===== src/rtl/sm3_pkg.sv =====
// Shared definitions for the SM3 message feeder.
//   - pad_en command codes driven to the padder
//   - SM3 block / length-field / digest geometry in bytes
//   - feeder FSM state enum
//   - final_count(): FINAL-phase length for a tail of mb bytes
package sm3_pkg;

  localparam logic [1:0] PAD_CLEAR = 2'd0;
  localparam logic [1:0] PAD_DATA  = 2'd1;
  localparam logic [1:0] PAD_FINAL = 2'd2;
  localparam logic [1:0] PAD_HOLD  = 2'd3;

  localparam int unsigned SM3_BLOCK_BYTES  = 64;
  localparam int unsigned SM3_LEN_OFFSET   = 56;
  localparam int unsigned SM3_DIGEST_BYTES = 32;

  typedef enum logic [2:0] {
    StIdle,
    StFeed,
    StCommit,
    StWaitCf,
    StFinal,
    StCapture,
    StDout
  } feeder_state_e;

  // Zero-pad cycles up to the length field, plus one length cycle and one commit cycle.
  function automatic logic [5:0] final_count(input logic [5:0] mb);
    return 6'(SM3_LEN_OFFSET + 2) - mb;
  endfunction

endpackage


===== src/rtl/sm3_digest_ser.sv =====
// 256-bit digest serializer: parallel load, then MSB-first byte stream over valid/ready.
//   clk, rst_n          clock, async active-low reset
//   load, din[255:0]    capture a new digest (starts streaming next cycle)
//   d_byte/d_valid      current digest byte
//   d_ready             sink ready; a handshake shifts out one byte
//   d_last              high while byte 31 is presented
module sm3_digest_ser
  import sm3_pkg::*;
(
  input  logic         clk,
  input  logic         rst_n,
  input  logic         load,
  input  logic [255:0] din,
  input  logic         d_ready,
  output logic [7:0]   d_byte,
  output logic         d_valid,
  output logic         d_last
);

  logic [255:0] sr_q, sr_d;
  logic [4:0]   idx_q, idx_d;
  logic         valid_q, valid_d;

  always_comb begin
    sr_d    = sr_q;
    idx_d   = idx_q;
    valid_d = valid_q;
    if (load) begin
      sr_d    = din;
      idx_d   = '0;
      valid_d = 1'b1;
    end else if (valid_q && d_ready) begin
      sr_d  = {sr_q[247:0], 8'h00};
      idx_d = idx_q + 5'd1;
      if (d_last) begin
        valid_d = 1'b0;
      end
    end
  end

  always_ff @(posedge clk or negedge rst_n) begin
    if (!rst_n) begin
      sr_q    <= '0;
      idx_q   <= '0;
      valid_q <= 1'b0;
    end else begin
      sr_q    <= sr_d;
      idx_q   <= idx_d;
      valid_q <= valid_d;
    end
  end

  assign d_byte  = sr_q[255:248];
  assign d_valid = valid_q;
  assign d_last  = valid_q && (idx_q == 5'(SM3_DIGEST_BYTES - 1));

endmodule


===== src/rtl/sm3_msg_feeder.sv =====
// SM3 message feeder: takes a byte-stream message (valid/ready) and sequences the padder's
// command port (clear / data / commit / hold), waits out each compression, issues the final
// padding run, then captures the 256-bit digest and streams it out MSB first.
//   s_byte/s_valid/s_last/s_ready   message input
//   pad_en/pad_byte                 padder command and data byte (registered)
//   pad_digest/pad_done             padder outputV and finishedOneBlock
//   d_byte/d_valid/d_ready/d_last   digest output stream
//   busy                            not idle
//   err                             one-cycle pulse: tail too long or digest not ready
module sm3_msg_feeder
  import sm3_pkg::*;
#(
  parameter int unsigned CF_LAT = 68
) (
  input  logic         clk,
  input  logic         rst_n,
  input  logic [7:0]   s_byte,
  input  logic         s_valid,
  input  logic         s_last,
  output logic         s_ready,
  output logic [1:0]   pad_en,
  output logic [7:0]   pad_byte,
  input  logic [255:0] pad_digest,
  input  logic         pad_done,
  output logic [7:0]   d_byte,
  output logic         d_valid,
  input  logic         d_ready,
  output logic         d_last,
  output logic         busy,
  output logic         err
);

  localparam int unsigned       WaitW    = $clog2(CF_LAT + 1);
  localparam logic [WaitW-1:0] WaitLoad = WaitW'(CF_LAT);

  feeder_state_e    state_q, state_d;
  logic [5:0]       m_q, m_d;
  logic [5:0]       fin_q, fin_d;
  logic [WaitW-1:0] wait_q, wait_d;
  logic             last_f_q, last_f_d;
  logic             final_f_q, final_f_d;
  logic [1:0]       pad_en_q, pad_en_d;
  logic [7:0]       pad_byte_q, pad_byte_d;
  logic             err_q, err_d;
  logic             ser_load;
  logic             accept;
  logic [5:0]       mb;

  assign accept = s_valid && (state_q == StFeed);
  assign mb     = m_q + 6'd1;

  always_comb begin
    state_d    = state_q;
    m_d        = m_q;
    fin_d      = fin_q;
    wait_d     = wait_q;
    last_f_d   = last_f_q;
    final_f_d  = final_f_q;
    pad_en_d   = PAD_HOLD;
    pad_byte_d = pad_byte_q;
    err_d      = 1'b0;
    ser_load   = 1'b0;
    unique case (state_q)
      StIdle: begin
        pad_en_d  = PAD_CLEAR;
        m_d       = '0;
        last_f_d  = 1'b0;
        final_f_d = 1'b0;
        if (s_valid) begin
          state_d = StFeed;
        end
      end
      StFeed: begin
        if (accept) begin
          pad_en_d   = PAD_DATA;
          pad_byte_d = s_byte;
          m_d        = mb;
          if (m_q == 6'(SM3_BLOCK_BYTES - 1)) begin
            state_d  = StCommit;
            last_f_d = s_last;
          end else if (s_last) begin
            // The padder cannot spill the length field into a second block.
            if (mb >= 6'(SM3_LEN_OFFSET)) begin
              err_d   = 1'b1;
              state_d = StIdle;
            end else begin
              fin_d   = final_count(mb);
              state_d = StFinal;
            end
          end
        end
      end
      StCommit: begin
        pad_en_d = PAD_FINAL;
        m_d      = '0;
        wait_d   = WaitLoad;
        state_d  = StWaitCf;
      end
      StWaitCf: begin
        wait_d = wait_q - WaitW'(1);
        if (wait_q <= WaitW'(1)) begin
          if (final_f_q) begin
            state_d = StCapture;
          end else if (last_f_q) begin
            // Message ended exactly on a block boundary: empty tail block.
            fin_d   = final_count(6'd0);
            state_d = StFinal;
          end else begin
            state_d = StFeed;
          end
        end
      end
      StFinal: begin
        pad_en_d = PAD_FINAL;
        fin_d    = fin_q - 6'd1;
        if (fin_q <= 6'd1) begin
          final_f_d = 1'b1;
          wait_d    = WaitLoad;
          state_d   = StWaitCf;
        end
      end
      StCapture: begin
        if (!pad_done) begin
          err_d   = 1'b1;
          state_d = StIdle;
        end else begin
          ser_load = 1'b1;
          state_d  = StDout;
        end
      end
      StDout: begin
        if (d_valid && d_ready && d_last) begin
          state_d   = StIdle;
          m_d       = '0;
          last_f_d  = 1'b0;
          final_f_d = 1'b0;
        end
      end
      default: begin
        state_d = StIdle;
      end
    endcase
  end

  always_ff @(posedge clk or negedge rst_n) begin
    if (!rst_n) begin
      state_q    <= StIdle;
      m_q        <= '0;
      fin_q      <= '0;
      wait_q     <= '0;
      last_f_q   <= 1'b0;
      final_f_q  <= 1'b0;
      pad_en_q   <= PAD_CLEAR;
      pad_byte_q <= '0;
      err_q      <= 1'b0;
    end else begin
      state_q    <= state_d;
      m_q        <= m_d;
      fin_q      <= fin_d;
      wait_q     <= wait_d;
      last_f_q   <= last_f_d;
      final_f_q  <= final_f_d;
      pad_en_q   <= pad_en_d;
      pad_byte_q <= pad_byte_d;
      err_q      <= err_d;
    end
  end

  sm3_digest_ser u_ser (
    .clk     (clk),
    .rst_n   (rst_n),
    .load    (ser_load),
    .din     (pad_digest),
    .d_ready (d_ready),
    .d_byte  (d_byte),
    .d_valid (d_valid),
    .d_last  (d_last)
  );

  assign s_ready  = (state_q == StFeed);
  assign busy     = (state_q != StIdle);
  assign pad_en   = pad_en_q;
  assign pad_byte = pad_byte_q;
  assign err      = err_q;

endmodule


===== config.mk =====
export PLATFORM = sky130hd
export DESIGN_NAME = sm3_msg_feeder
export DESIGN_NICKNAME = d
export VERILOG_FILES = /design/src/rtl/sm3_pkg.sv /design/src/rtl/sm3_digest_ser.sv /design/src/rtl/sm3_msg_feeder.sv
export SDC_FILE = /design/constraint.sdc
export NUM_CORES = 1
export LEC_CHECK = 0
export ABC_AREA = 1
export CORE_ASPECT_RATIO = 1.1
export CORE_MARGIN = 2
export CORE_UTILIZATION = 40
export CTS_CLUSTER_DIAMETER = 150
export CTS_CLUSTER_SIZE = 12
export DETAILED_ROUTE_END_ITERATION = 10
export PLACE_DENSITY = 0.62
export REMOVE_ABC_BUFFERS = 1
export SKIP_LAST_GASP = 1
export SLEW_MARGIN = 25
export SYNTH_ARGS = -nofsm -noshare
export SYNTH_HDL_FRONTEND = slang
export SYNTH_SLANG_ARGS = --single-unit

===== constraint.sdc =====
create_clock -name clk -period 4.15 [get_ports clk]
set_clock_uncertainty 0.2 [all_clocks]
set_input_delay 0.415 -clock clk [delete_from_list [all_inputs] [get_ports clk]]
set_output_delay 0.415 -clock clk [all_outputs]
set_load 0.01 [all_outputs]

==> metrics.txt <==
status completed; Internal Power 0.00684 W; FF-to-FF End m_q[4]$_DFFE_PN0P_; GRT Residual Overflow 0; Leak 7.48 nW; syn_area_per_cell 8.79 sq um; Routability Congestion 0.788; CP startpoint kind flop; Sw Ratio 34.8%; clk_lat worst skew 0.55 ns; Seq/Total Area, Yosys 52.5%; clock group share of total power 21.3%; DRT Pass-1 Iters 5; first-pass GRT wire length 62.7 mm; flop2flop setup slack 1.65 ns; port bufs 292; CTS tree built; Fill cells 3,268; worst-margin pin slew 0.884 ns; most common flop cell mapped by yosys dfrtp_1; share of cells above drive strength 1 3.69%; crit end category primary output; Clock Pin Slew Worst Setup and Hold Paths 0.06 ns; Critical R2R Launch state_q[0]$_DFFE_PN0P_; H-tree Lvls 1; fmax 0.343 GHz; Sequential Area 7430 sq um; Final Cycle Share 70.2%; DRT antenna net count 0; post-cts hold buffer count 1; setup violators final 0; Switch Pwr 0.00365 W; io pins 293; area leader, netlist dfrtp_1; die area 36,900 sq um; row count 72; RSZ-0062 raised after global routing no; Nets 2,094; minimum clock period 2.91 ns; hold_ws 0.145 ns; die height 201 um; total negative slack 0 ns; largest net degree at the start of global routing 139; number of flops mapped to enable cells by yosys 0; number of global-route vias before repair 12,100; Hold/Removal Path Class input pin to async pin; Post-CTS Setup Bufs 0; Iter 0 DRT Violations 934; top post-synthesis cells by count nand2_1 (373), dfrtp_1 (297), nand3_1 (275), inv_1 (160), o211ai_1 (111); Max clock buf depth 3; Peak supply drop 0.000283 V; PwrDens 582 nW/um^2; routed len/inst 16.9 um; sequential fraction of design power 44.6%; mapped cell area 14,100 sq um; Routed Wire Length 38.4 mm; cell count after synthesis 1,609; Resize count post-CTS 0; via count 12,200; crit path max fanout 3; CTS Buf Count 28; dpl hpwl 24.9 mm; max cap viols 0; crit path kind flop to primary output; R2R depth 6; #FFs+latches synth 297; synth top area cells dfrtp_1 (53%), nand2_1 (9.9%), nand3_1 (9.7%); data arrival time of the worst path 2.30 ns; top-count cell post-synth nand2_1; Synth top area share 52.5%; slew margin rel. 41.1%; CP Data Required Time 3.53 ns; Total GRT Usage 20.8%; multi-input logic area 5470 sq um; CTS root buf clkbuf_16; Core Footprint 35,000 sq um; Layout area overhead 27.4%; Synthesis Warnings 0; Num Clock Sinks 297; die width 183 um; DRC Markers 0; routed vias/inst 5.40; max-slew violations 0; antenna violations before repair 8; Comb pwr share 34.1%; Yosys cell types 31; ys async rst share 100%; initial core utilization 40.4%; Hold Fails Final Rpt 0
-- area by class of cell --
type / instances / share of cell area, %
Clock inverter: 2 / 0.118
Tap cell: 444 / 3.08
Sequential cell: 297 / 41.2
Antenna cell: 6 / 0.0833
Clock buffer: 28 / 3.89
Multi-Input combinational cell: 1011 / 30.3
Inverter: 165 / 3.49
Timing Repair Buffer: 313 / 17.8
-- worst max-delay path, cell delays in order (launching register included) --
cell and delay [ns]:
dfrtp_1 0.40, ha_1 0.19, inv_1 0.05, nor3_1 0.20, ha_1 0.24, nand2_1 0.06
inv_1 0.08, clkdlybuf4s50_1 0.53
-- kinds of logic (layout without fill, tap and decap cells) --
family | Yosys count | count (layout) | share of synthesized area, %
fa+ha+maj | 8 | 8 | 0.708
xor+xnor | 8 | 8 | 0.495
compound gates | 289 | 289 | 15.6
flops | 297 | 297 | 52.5
simple gates | 706 | 706 | 21.6
other cells | 0 | 6 | 0
buf+inv | 301 | 508 | 9.00
-- per-layer routing --
metal	global-route usage (%)	routed length [um]	up-vias
met5	0	41	-
met4	5.51	771	6
met3	4.87	2730	59
met2	32.1	17500	352
met1	29.4	17300	5862
li1	-	-	5966
-- cells in the final DEF (no fill, tap or decap), types with 2 or more instances in the layout --
cell type        count
o311ai_1            46
inv_1              160
clkdlybuf4s50_1    291
nor2_2               3
buf_4               11
nand4_1             10
o311ai_0            73
xor2_1               6
inv_2                3
xnor2_1              2
nor2_1              36
o21ai_2              3
a21oi_1              6
o21ai_0             29
a31oi_1             12
o211ai_1           111
nand3_1            275
o22ai_1              5
nor3_1               2
ha_1                 8
o21bai_1             3
clkbuf_16           28
nand2_1            373
dfrtp_1            297
buf_12               8
diode_2              6
-- sequential cells by signal, summed over array words and instances, names as in the netlist --
name / flops
err: 1
fin_q: 6
final_f_q: 1
last_f_q: 1
m_q: 6
pad_byte: 8
pad_en: 2
state_q: 3
u_ser.d_valid: 1
u_ser.idx_q: 5
u_ser.sr_q: 256
wait_q: 7
-- worst max-delay path by stage --
stage / startpoint / end / slack (ns) / cells past startpoint
2_1_floorplan: state_q[0]$_DFFE_PN0P_ / u_ser.sr_q[109]$_DFFE_PN0P_ / -4.00 / 5
3_3_place_gp: d_ready / u_ser.idx_q[3]$_DFFE_PN0P_ / 1.38 / 7
3_5_place_dp: d_ready / u_ser.idx_q[3]$_DFFE_PN0P_ / 1.40 / 7
4_1_cts: u_ser.idx_q[0]$_DFFE_PN0P_ / d_last / 1.19 / 7
5_1_grt: u_ser.idx_q[0]$_DFFE_PN0P_ / d_last / 1.06 / 7
6_report: u_ser.idx_q[0]$_DFFE_PN0P_ / d_last / 1.24 / 7
-- per-stage QoR --
| stage | std cells | setup slack (ns) | power [W] | cell area (sq um) | util, % |
|---|---|---|---|---|---|
| after floorplan | 1473 | -4.00 | 0.00701 | 13500 | - |
| after global placement | 2228 | 1.38 | 0.00818 | 17300 | 49.2 |
| after detailed placement | 2228 | 1.40 | 0.00832 | 17300 | 49.2 |
| after CTS | 2259 | 1.19 | 0.0106 | 18000 | 51.3 |
| after global routing | 2263 | 1.06 | 0.0113 | 18000 | 51.4 |
| final | 2266 | 1.24 | 0.0105 | 18000 | 51.4 |
-- power groups by stage --
stage,combinational [W],sequential [W],clock [W]
floorplan,0.00239,0.00462,0
finish,0.00357,0.00468,0.00224
global route,0.00408,0.00481,0.00242
CTS,0.00363,0.00467,0.00231
detailed placement,0.00360,0.00472,0
global placement,0.00350,0.00468,0
Note: power is estimated with default switching activity, not from simulation.
